$ cat config.mk
export PLATFORM = sky130hd
export DESIGN_NAME = instr_loader_encoder
export DESIGN_NICKNAME = d
export VERILOG_FILES = /design/src/rtl/mips_isa_pkg.sv /design/src/rtl/instr_word_encoder.sv /design/src/rtl/instr_loader_encoder.sv
export SDC_FILE = /design/constraint.sdc
export NUM_CORES = 1
export LEC_CHECK = 0
export CAP_MARGIN = 40
export CORE_ASPECT_RATIO = 0.8
export CORE_MARGIN = 8
export CORE_UTILIZATION = 34
export CTS_CLUSTER_SIZE = 40
export DETAILED_ROUTE_END_ITERATION = 8
export PLACE_DENSITY = 0.71
export REMOVE_ABC_BUFFERS = 1
export SLEW_MARGIN = 10
export SYNTH_ARGS = -nofsm -noshare
export SYNTH_HDL_FRONTEND = slang
export SYNTH_HIERARCHICAL = 1
export SYNTH_SLANG_ARGS = --single-unit
$ cat constraint.sdc
create_clock -name Clk -period 5.1 [get_ports Clk]
set_input_delay 1.53 -clock Clk [delete_from_list [all_inputs] [get_ports Clk]]
set_output_delay 1.53 -clock Clk [all_outputs]
set_load 0.1 [all_outputs]
$ cat src/rtl/mips_isa_pkg.sv
// Shared MIPS-subset ISA definitions: mnemonic codes, opcode/funct fields
// and the instruction loader's FSM state encoding. Also used by the decoder.
package mips_isa_pkg;

  // 4-bit mnemonic codes presented by the programming front-end
  localparam logic [3:0] MN_LW   = 4'd0;
  localparam logic [3:0] MN_SW   = 4'd1;
  localparam logic [3:0] MN_BEQ  = 4'd2;
  localparam logic [3:0] MN_ADDI = 4'd3;
  localparam logic [3:0] MN_J    = 4'd4;
  localparam logic [3:0] MN_ANDI = 4'd5;
  localparam logic [3:0] MN_ORI  = 4'd6;
  localparam logic [3:0] MN_ADD  = 4'd7;
  localparam logic [3:0] MN_SUB  = 4'd8;
  localparam logic [3:0] MN_AND  = 4'd9;
  localparam logic [3:0] MN_OR   = 4'd10;
  localparam logic [3:0] MN_SLT  = 4'd11;

  // Primary opcodes
  localparam logic [5:0] OP_RTYPE = 6'b000000;
  localparam logic [5:0] OP_LW    = 6'b100011;
  localparam logic [5:0] OP_SW    = 6'b101011;
  localparam logic [5:0] OP_BEQ   = 6'b000100;
  localparam logic [5:0] OP_ADDI  = 6'b001000;
  localparam logic [5:0] OP_ANDI  = 6'b001100;
  localparam logic [5:0] OP_ORI   = 6'b001101;
  localparam logic [5:0] OP_J     = 6'b000010;

  // R-type funct codes
  localparam logic [5:0] FN_ADD = 6'b100000;
  localparam logic [5:0] FN_SUB = 6'b100010;
  localparam logic [5:0] FN_AND = 6'b100100;
  localparam logic [5:0] FN_OR  = 6'b100101;
  localparam logic [5:0] FN_SLT = 6'b101010;

  // Loader FSM states; ST_PAD is only reachable in the NOP-padding build
  typedef enum logic [2:0] {
    ST_IDLE  = 3'd0,
    ST_LOAD  = 3'd1,
    ST_WRITE = 3'd2,
    ST_DONE  = 3'd3,
    ST_PAD   = 3'd4
  } loader_state_e;

endpackage

$ cat src/rtl/instr_word_encoder.sv
// Combinational MIPS-subset encoder: mnemonic plus fields in, 32-bit
// instruction word out. valid_o is low for mnemonic codes 12-15.
module instr_word_encoder
  import mips_isa_pkg::*;
(
  input  logic [3:0]  mnemonic_i,
  input  logic [4:0]  rs_i,
  input  logic [4:0]  rt_i,
  input  logic [4:0]  rd_i,
  input  logic [15:0] imm_i,
  input  logic [25:0] target_i,
  output logic [31:0] word_o,
  output logic        valid_o
);

  // Select the instruction format and fixed opcode/funct for the mnemonic
  always_comb begin
    word_o  = 32'h0000_0000;
    valid_o = 1'b1;
    case (mnemonic_i)
      MN_LW:   word_o = {OP_LW,   rs_i, rt_i, imm_i};
      MN_SW:   word_o = {OP_SW,   rs_i, rt_i, imm_i};
      MN_BEQ:  word_o = {OP_BEQ,  rs_i, rt_i, imm_i};
      MN_ADDI: word_o = {OP_ADDI, rs_i, rt_i, imm_i};
      MN_ANDI: word_o = {OP_ANDI, rs_i, rt_i, imm_i};
      MN_ORI:  word_o = {OP_ORI,  rs_i, rt_i, imm_i};
      MN_J:    word_o = {OP_J, target_i};
      MN_ADD:  word_o = {OP_RTYPE, rs_i, rt_i, rd_i, 5'b00000, FN_ADD};
      MN_SUB:  word_o = {OP_RTYPE, rs_i, rt_i, rd_i, 5'b00000, FN_SUB};
      MN_AND:  word_o = {OP_RTYPE, rs_i, rt_i, rd_i, 5'b00000, FN_AND};
      MN_OR:   word_o = {OP_RTYPE, rs_i, rt_i, rd_i, 5'b00000, FN_OR};
      MN_SLT:  word_o = {OP_RTYPE, rs_i, rt_i, rd_i, 5'b00000, FN_SLT};
      default: valid_o = 1'b0;
    endcase
  end

endmodule

$ cat src/rtl/instr_loader_encoder.sv
// Instruction loader: accepts one instruction per handshake, encodes it and
// writes it to consecutive instruction-memory words from BASE_ADDR.
// Optional macro INSTR_LOADER_NOP_PAD_EN: after the Last word, fill the rest
// of the address space with NOPs (32'h0) before reporting Done.
//
// Handshake: an instruction is taken on a rising edge where InValid and
// InReady are both high. InReady is high only in LOAD, and never depends on
// InValid. A taken valid instruction is written one cycle later (WRITE).
// StateDbg exposes the FSM state for observation only.
module instr_loader_encoder
  import mips_isa_pkg::*;
#(
  parameter int ADDR_W    = 6,
  parameter int BASE_ADDR = 0
) (
  input  logic              Clk,
  input  logic              Rst_n,
  input  logic              Start,
  input  logic              InValid,
  output logic              InReady,
  input  logic [3:0]        Mnemonic,
  input  logic [4:0]        Rs,
  input  logic [4:0]        Rt,
  input  logic [4:0]        Rd,
  input  logic [15:0]       Imm,
  input  logic [25:0]       Target,
  input  logic              Last,
  output logic              MemWe,
  output logic [ADDR_W-1:0] MemAddr,
  output logic [31:0]       MemWData,
  output logic [ADDR_W:0]   Count,
  output logic              Busy,
  output logic              Done,
  output logic              Error,
  output logic              Full,
  output logic [2:0]        StateDbg
);

  localparam logic [ADDR_W-1:0] BASE      = ADDR_W'(BASE_ADDR);
  localparam logic [ADDR_W-1:0] LAST_ADDR = '1;
  localparam logic [ADDR_W-1:0] ADDR_ONE  = ADDR_W'(1);
  localparam logic [ADDR_W:0]   CNT_ONE   = (ADDR_W+1)'(1);

  loader_state_e     state_q, state_d;
  logic [ADDR_W-1:0] addr_q, addr_d;
  logic [ADDR_W:0]   count_q, count_d;
  logic [31:0]       word_q, word_d;
  logic              last_q, last_d;
  logic              error_q, error_d;
  logic              full_q, full_d;

  logic [31:0]       enc_word;
  logic              enc_valid;

  instr_word_encoder u_enc (
    .mnemonic_i (Mnemonic),
    .rs_i       (Rs),
    .rt_i       (Rt),
    .rd_i       (Rd),
    .imm_i      (Imm),
    .target_i   (Target),
    .word_o     (enc_word),
    .valid_o    (enc_valid)
  );

  // State and datapath registers; reset aborts any session immediately
  always_ff @(posedge Clk or negedge Rst_n) begin
    if (!Rst_n) begin
      state_q <= ST_IDLE;
      addr_q  <= BASE;
      count_q <= '0;
      word_q  <= '0;
      last_q  <= 1'b0;
      error_q <= 1'b0;
      full_q  <= 1'b0;
    end else begin
      state_q <= state_d;
      addr_q  <= addr_d;
      count_q <= count_d;
      word_q  <= word_d;
      last_q  <= last_d;
      error_q <= error_d;
      full_q  <= full_d;
    end
  end

  // Next-state and output decode
  always_comb begin
    state_d  = state_q;
    addr_d   = addr_q;
    count_d  = count_q;
    word_d   = word_q;
    last_d   = last_q;
    error_d  = error_q;
    full_d   = full_q;
    InReady  = 1'b0;
    MemWe    = 1'b0;
    MemAddr  = '0;
    MemWData = '0;
    Busy     = 1'b0;
    Done     = 1'b0;
    case (state_q)
      ST_IDLE, ST_DONE: begin
        Done = (state_q == ST_DONE);
        if (Start) begin
          state_d = ST_LOAD;
          addr_d  = BASE;
          count_d = '0;
          error_d = 1'b0;
          full_d  = 1'b0;
        end
      end
      ST_LOAD: begin
        Busy    = 1'b1;
        InReady = 1'b1;
        if (InValid) begin
          if (enc_valid) begin
            word_d  = enc_word;
            last_d  = Last;
            state_d = ST_WRITE;
          end else begin
            // Bad mnemonic: flag it, write nothing, keep accepting
            error_d = 1'b1;
            if (Last) state_d = ST_DONE;
          end
        end
      end
      ST_WRITE: begin
        Busy     = 1'b1;
        MemWe    = 1'b1;
        MemAddr  = addr_q;
        MemWData = word_q;
        addr_d   = addr_q + ADDR_ONE;
        count_d  = count_q + CNT_ONE;
        if (last_q) begin
`ifdef INSTR_LOADER_NOP_PAD_EN
          // Nothing left to pad when the last word hit the top address
          state_d = (addr_q == LAST_ADDR) ? ST_DONE : ST_PAD;
`else
          state_d = ST_DONE;
`endif
        end else if (addr_q == LAST_ADDR) begin
          full_d  = 1'b1;
          state_d = ST_DONE;
        end else begin
          state_d = ST_LOAD;
        end
      end
`ifdef INSTR_LOADER_NOP_PAD_EN
      ST_PAD: begin
        Busy     = 1'b1;
        MemWe    = 1'b1;
        MemAddr  = addr_q;
        MemWData = 32'h0000_0000;
        addr_d   = addr_q + ADDR_ONE;
        count_d  = count_q + CNT_ONE;
        if (addr_q == LAST_ADDR) state_d = ST_DONE;
      end
`endif
      default: state_d = ST_IDLE;
    endcase
  end

  assign Count    = count_q;
  assign Error    = error_q;
  assign Full     = full_q;
  assign StateDbg = state_q;

endmodule

==> out/metrics.csv, run 1 <==
stage;metric;value;unit
layout;nFillCells;774;
synth;synth_area;2970;sq um
synth;synth_area_per_cell;10.5;sq um
power_and_ir_drop;leakage;2.02;nW
power_and_ir_drop;irDropWorstVdd;0.679;mV
timing;hold_viol_final;0;
timing;max_slew_margin;0.448;
outcome;outcome;completed;
layout;nNetsFinal;478;
timing;fin_crit;3.73;ns
detailed_routing;vias_per_cell;5.02;
die;row_count;30;
timing;worstMarginPinSlew;0.820;ns
synth;synth_cells;282;
detailed_routing;antenna_left;0;
cts;cts_made_buffers;5;
synth;seq_area_frac_synth;0.421;
layout;num_antenna_cells;0;
job;max_cap_violations;0;
critical_path;cp_data_required_time;3.57;ns
detailed_routing;num_vias;2609;
cts;root_buffer;clkbuf_8;
synth;ys_ff_latch;50;
die;dieHeight;99.6;um
critical_path;path_class;register to output port;
grt;grt_max_degree;51;
layout;fin_util;0.526;
critical_path;critical_path_arrival;2.20;ns
timing;finalSetupViolations;0;
cts;cts_tree;built;
place;hpwl;6310;um
layout;syn_to_final_growth;50.4;%
cts;clk_latency;0.30;ns
detailed_routing;wl_per_cell;16.1;um
place;port_buffers;118;
detailed_routing;drc;0;
timing;rsz0062_at_grt;false;
power_and_ir_drop;power.total;0.00244;W
cts;cts-htree-levels;2;
place;placedInstanceArea;4370;sq um
timing;finalClockSkew;0.00660;ns
grt;antenna_found_initial;0;
min_path;min_path_type;register to register;
grt;grt_pass1_vias;2671;
cts;clk_path_buf_depth;2;
die;fp.coreArea;8480;sq um
synth;yosysMostFrequentCell;dfrtp_1;
die;die_width;120;um
synth;synth.top_cell.area_share;0.421;
timing;hold_ws;0.504;ns
detailed_routing;totalWireLength;8350;um
synth;synth_ff_type;dfrtp_1;
cts;cts_setup_buffers;0;
grt;grt_pass1_wl;13600;um
layout;layout-drive-gt1-share;0.289;
timing;max_freq;268;MHz
die;fp.dieArea;12000;sq um
synth;ys_async_sr_fraction;1.00;
detailed_routing;drt_iter0_drc;79;
grt;grt_use_total;0.137;
place;gp_congestion;0.799;
timing;fin_crit_sh;0.732;
critical_path;critPathLaunchType;register;
critical_path;cp-end-kind;output port;
synth;synth.distinct_cells;50;
cts;cts_hold_buffers;0;
timing;fin_tns_setup;0;ns
timing;drv_slew;0;
cts;clk_pin_slew;0.10;ns
die;initial_core_util;0.350;
synth;synth_area_leaders;dfrtp_1 42%, mux2_2 13%, and2_1 8.8%, a22o_1 4.7%, a21oi_1 2.4%;
critical_path;r2r_slack;2.96;ns
cts;cts_sinks;50;
power_and_ir_drop;power.density;547;nW/um^2
grt;grt-ovfl-total;0;
critical_path;crit_fanout;17;
synth;ys_warn_count;6;
layout;final_area;4460;sq um
detailed_routing;dr.pass1.iters;4;
synth;synthTopCellsByCount;50 x dfrtp_1, 42 x and2_1, 33 x mux2_2;
synth;yosys.area.top_type;dfrtp_1;
cts;cts_resized;0;
synth;synth_edf_count;0;
die;boundaryPins;120;
[sequential cells by signal, summed over array words and instances, names as in the netlist]
signal and count:
word_q 32, Count 7, addr_q 6, StateDbg 2, Error 1, Full 1, last_q 1
[final cells by class]
type | instances | area, sq um | share of cell area
repair buffers | 138 | 1390 | 0.311
multi-input cells | 201 | 1550 | 0.346
clock inverters | 2 | 12.5 | 0.00280
flip-flops and latches | 50 | 1250 | 0.280
inverters | 11 | 41.3 | 0.00925
clock buffers | 6 | 82.6 | 0.0185
well taps | 112 | 140 | 0.0314
[where the power goes]
group / leakage, nW / switching, W / internal [W]
Sequential: 0.647 / 0.0000839 / 0.000543
Combinational: 1.32 / 0.00104 / 0.000534
Clock: 0.0472 / 0.000132 / 0.000109
Total: 2.02 / 0.00125 / 0.00119
[layout by cell type (no fill, tap or decap), types with 2 or more instances in the layout]
cell / n
a21boi_0: 2
a21oi_1: 14
a221o_2: 6
a22o_1: 16
a32o_1: 3
and2_1: 42
buf_16: 3
buf_4: 42
buf_8: 13
clkbuf_8: 6
clkdlybuf4s50_1: 78
conb_1: 2
dfrtp_1: 50
ha_1: 5
inv_1: 11
mux2_2: 33
mux2i_1: 2
nand2_1: 11
nand3_1: 6
nor2_1: 6
nor2b_2: 2
o211ai_1: 2
o21a_1: 2
o21ai_0: 10
o31ai_1: 3
or2_2: 2
or3_1: 5
or4_1: 3
[metrics by stage]
stage	instances	setup WS, ns
finish	520	1.37
global route	520	1.20
CTS	520	1.32
detailed placement	512	1.24
global placement	495	1.09
floorplan	262	0.257
[cell families after synthesis]
logic type / synth area share
simple gates: 0.174
other cells: 0.00253
xor+xnor: 0.00843
flops: 0.421
fa+ha+maj: 0.0211
compound gates: 0.181
mux: 0.132
buf+inv: 0.0594
[routing by layer]
layer | global-route usage | share of wire
met1 | 0.184 | 0.47
met5 | 0 | 0
met2 | 0.214 | 0.45
met3 | 0.0345 | 0.071
met4 | 0.0345 | 0.0074
[final timing paths]
| check | from | to | cells after the start |
|---|---|---|---|
| setup / recovery | StateDbg[0]$_DFFE_PN0P_ | MemWData[16] | 6 |
| hold / removal | word_q[17]$_DFFE_PN0P_ | word_q[17]$_DFFE_PN0P_ | 1 |
| setup reg to reg | StateDbg[0]$_DFFE_PN0P_ | Count[5]$_DFFE_PN0P_ | 6 |
| hold reg to reg | word_q[17]$_DFFE_PN0P_ | word_q[17]$_DFFE_PN0P_ | 1 |
| max in group asynchronous | Rst_n | word_q[20]$_DFFE_PN0P_ | 2 |
| min in group asynchronous | Rst_n | Full$_DFFE_PN0P_ | 2 |
[worst max-delay path: stages (launching register included)]
cell	delay, ns
dfrtp_1	0.45
inv_1	0.08
ha_1	0.49
buf_8	0.22
buf_4	0.20
and2_1	0.16
buf_4	0.29
(Power assumes the default switching activity.)
==> run 2: changes to the inputs <==
PLACE_DENSITY = 0.73   (was 0.71)
clock period = 3 ns   (was 5.1 ns; I/O delays follow)
==> out/metrics.csv, run 2 (synthesis results as in run 1) <==
stage;metric;value;unit;change
outcome;outcome;completed;;
timing;fin_crit_sh;0.867;;
timing;worstMarginPinSlew;0.791;ns;-0.0285 ns
critical_path;path_cells;clkdlybuf4s50_1 > nor4b_4 > buf_4 > a22o_1 > mux2_2;;
timing;worst_slack;0.398;ns;-0.970 ns
grt;grt_pass1_vias;2754;;+3.1%
layout;layout_commonest_cell;clkdlybuf4s50_1;;
cts;cts_setup_buffers;0;;unchanged
min_path;whs_endpoint;word_q[27]$_DFFE_PN0P_;;
power_and_ir_drop;leakage;2.06;nW;+2.3%
cts;clk_pin_slew;0.09;ns;about the same
place;port_buffers;118;;unchanged
layout;largest_reg_flops;32;;unchanged
timing;fin_crit;2.60;ns;
critical_path;rr_worst_depth;7;;+1
critical_path;slowest_delay;0.74;ns;+0.25 ns
die;row_count;30;;unchanged
critical_path;r2r_slack;0.98;ns;-1.98 ns
job;max_cap_violations;0;;unchanged
detailed_routing;num_vias;2620;;+0.42%
detailed_routing;antenna_left;0;;unchanged
layout;syn_to_final_growth;58.9;%;
cts;cts_resized;0;;unchanged
min_path;min_from;word_q[27]$_DFFE_PN0P_;;
cts;cts_made_buffers;5;;unchanged
detailed_routing;dr.pass1.iters;4;;unchanged
die;initial_core_util;0.350;;unchanged
layout;num_antenna_cells;0;;unchanged
critical_path;cp_data_required_time;3.24;ns;-0.33 ns
critical_path;critical_path_arrival;2.84;ns;+0.64 ns
place;hpwl;6840;um;+8.3%
grt;antenna_found_initial;0;;unchanged
cts;root_buffer;clkbuf_8;;
critical_path;crit_slowest_cell;nor4b_4;;
critical_path;r2r_start;StateDbg[0]$_DFFE_PN0P_;;
detailed_routing;vias_per_cell;5.13;;+2.2%
cts;clk_latency;0.29;ns;about the same
timing;max_freq;384;MHz;
critical_path;r2r-end;Count[6]$_DFFE_PN0P_;;
timing;rsz0062_at_grt;false;;
layout;regMostFlops;word_q;;
min_path;whs_path_depth;1;;unchanged
die;fp.dieArea;12000;sq um;unchanged
power_and_ir_drop;power.total;0.00424;W;+74%
die;fp.coreArea;8480;sq um;unchanged
die;boundaryPins;120;;unchanged
place;post-place-ws;0.0696;ns;-1.17 ns
die;dieHeight;99.6;um;unchanged
grt;grt_max_degree;31;;-39%
layout;nNetsFinal;470;;-1.7%
detailed_routing;totalWireLength;8800;um;+5.4%
min_path;min_path_type;register to register;;
critical_path;worst-path-buf-inv;2;;-2
cts;cts_sinks;50;;unchanged
grt;grt_pass1_wl;14400;um;+5.3%
detailed_routing;drt_iter0_drc;131;;+66%
die;die_width;120;um;unchanged
timing;max_slew_margin;0.467;;+0.0192
grt;grt_use_total;0.146;;+0.00891
timing;drv_slew;0;;unchanged
detailed_routing;drc;0;;unchanged
critical_path;cp-end-kind;register;;
timing;finalSetupViolations;0;;unchanged
power_and_ir_drop;irDropWorstVdd;1.00;mV;+47%
place;gp_congestion;0.826;;+3.3%
layout;layout-drive-gt1-share;0.306;;+0.0165
layout;mostFrequentLayoutCells;64 x clkdlybuf4s50_1, 50 x dfrtp_1, 42 x and2_1, 42 x buf_12, 33 x mux2_2;;
timing;finalClockSkew;0.00353;ns;-0.00307 ns
critical_path;critPathLaunchType;primary input;;
power_and_ir_drop;power.density;898;nW/um^2;+64%
cts;cts_hold_buffers;0;;unchanged
critical_path;crit_fanout;13;;-4
timing;hold_viol_final;0;;unchanged
critical_path;path_class;primary input to register;;
cts;clk_path_buf_depth;2;;unchanged
detailed_routing;wl_per_cell;17.2;um;+7.3%
grt;grt-ovfl-total;0;;unchanged
cts;cts-htree-levels;2;;unchanged
cts;cts_tree;built;;
critical_path;crit_family;buffers and inverters;;
run 2: worst register-to-register path: cells and delay by family, from the launching register on:
family / cells / cell delay, ns
DFF: 1 / 0.44
and+or+nand+nor: 1 / 0.50
AOI/OAI and AO/OA: 1 / 0.16
muxes: 1 / 0.16
adders and majority gates: 1 / 0.16
buffers and inverters: 3 / 0.53
run 2: stage by stage:
stage / util / setup TNS, ns / hold WS, ns / std cells / cell area (sq um)
6_report: 0.556 / 0 / 0.503 / 511 / 4720
5_1_grt: 0.556 / 0 / 0.514 / 511 / 4720
4_1_cts: 0.556 / 0 / 0.507 / 511 / 4720
3_5_place_dp: 0.547 / 0 / 0.487 / 504 / 4640
3_3_place_gp: 0.546 / 0 / 0.479 / 503 / 4630
2_1_floorplan: - / -82.19 / 0.471 / 262 / 2830
run 2: final cells by class:
type | instances | area [sq um]
multi-input combinational | 201 | 1550
tap | 112 | 140
clock buffer | 6 | 72.6
inverter | 11 | 41.3
sequential | 50 | 1250
clock inverter | 1 | 7.51
timing repair buffer | 130 | 1660
fill | 779 | 3760
run 2: power breakdown:
part	switching, W	internal, W	leakage [nW]
Clock	0.000217	0.000161	0.0373
Combinational	0.00179	0.000999	1.38
Sequential	0.000146	0.000924	0.647
Total	0.00215	0.00208	2.06
run 2: worst max-delay path by stage:
stage | from | endpoint | depth (start not counted)
2_1_floorplan | StateDbg[1]$_DFFE_PN0P_ | MemAddr[0] | 2
3_3_place_gp | Mnemonic[1] | word_q[6]$_DFFE_PN0P_ | 5
3_5_place_dp | Mnemonic[1] | word_q[25]$_DFFE_PN0P_ | 5
4_1_cts | Mnemonic[1] | word_q[25]$_DFFE_PN0P_ | 5
5_1_grt | Mnemonic[3] | word_q[12]$_DFFE_PN0P_ | 6
6_report | Mnemonic[1] | word_q[25]$_DFFE_PN0P_ | 5
run 2: per-layer routing:
metal,vias to the layer above,share of wire,track usage
li1,1244,-,-
met1,1282,0.45,0.187
met2,92,0.48,0.240
met3,2,0.063,0.0362
met4,0,0.0053,0.0364
met5,-,0,0
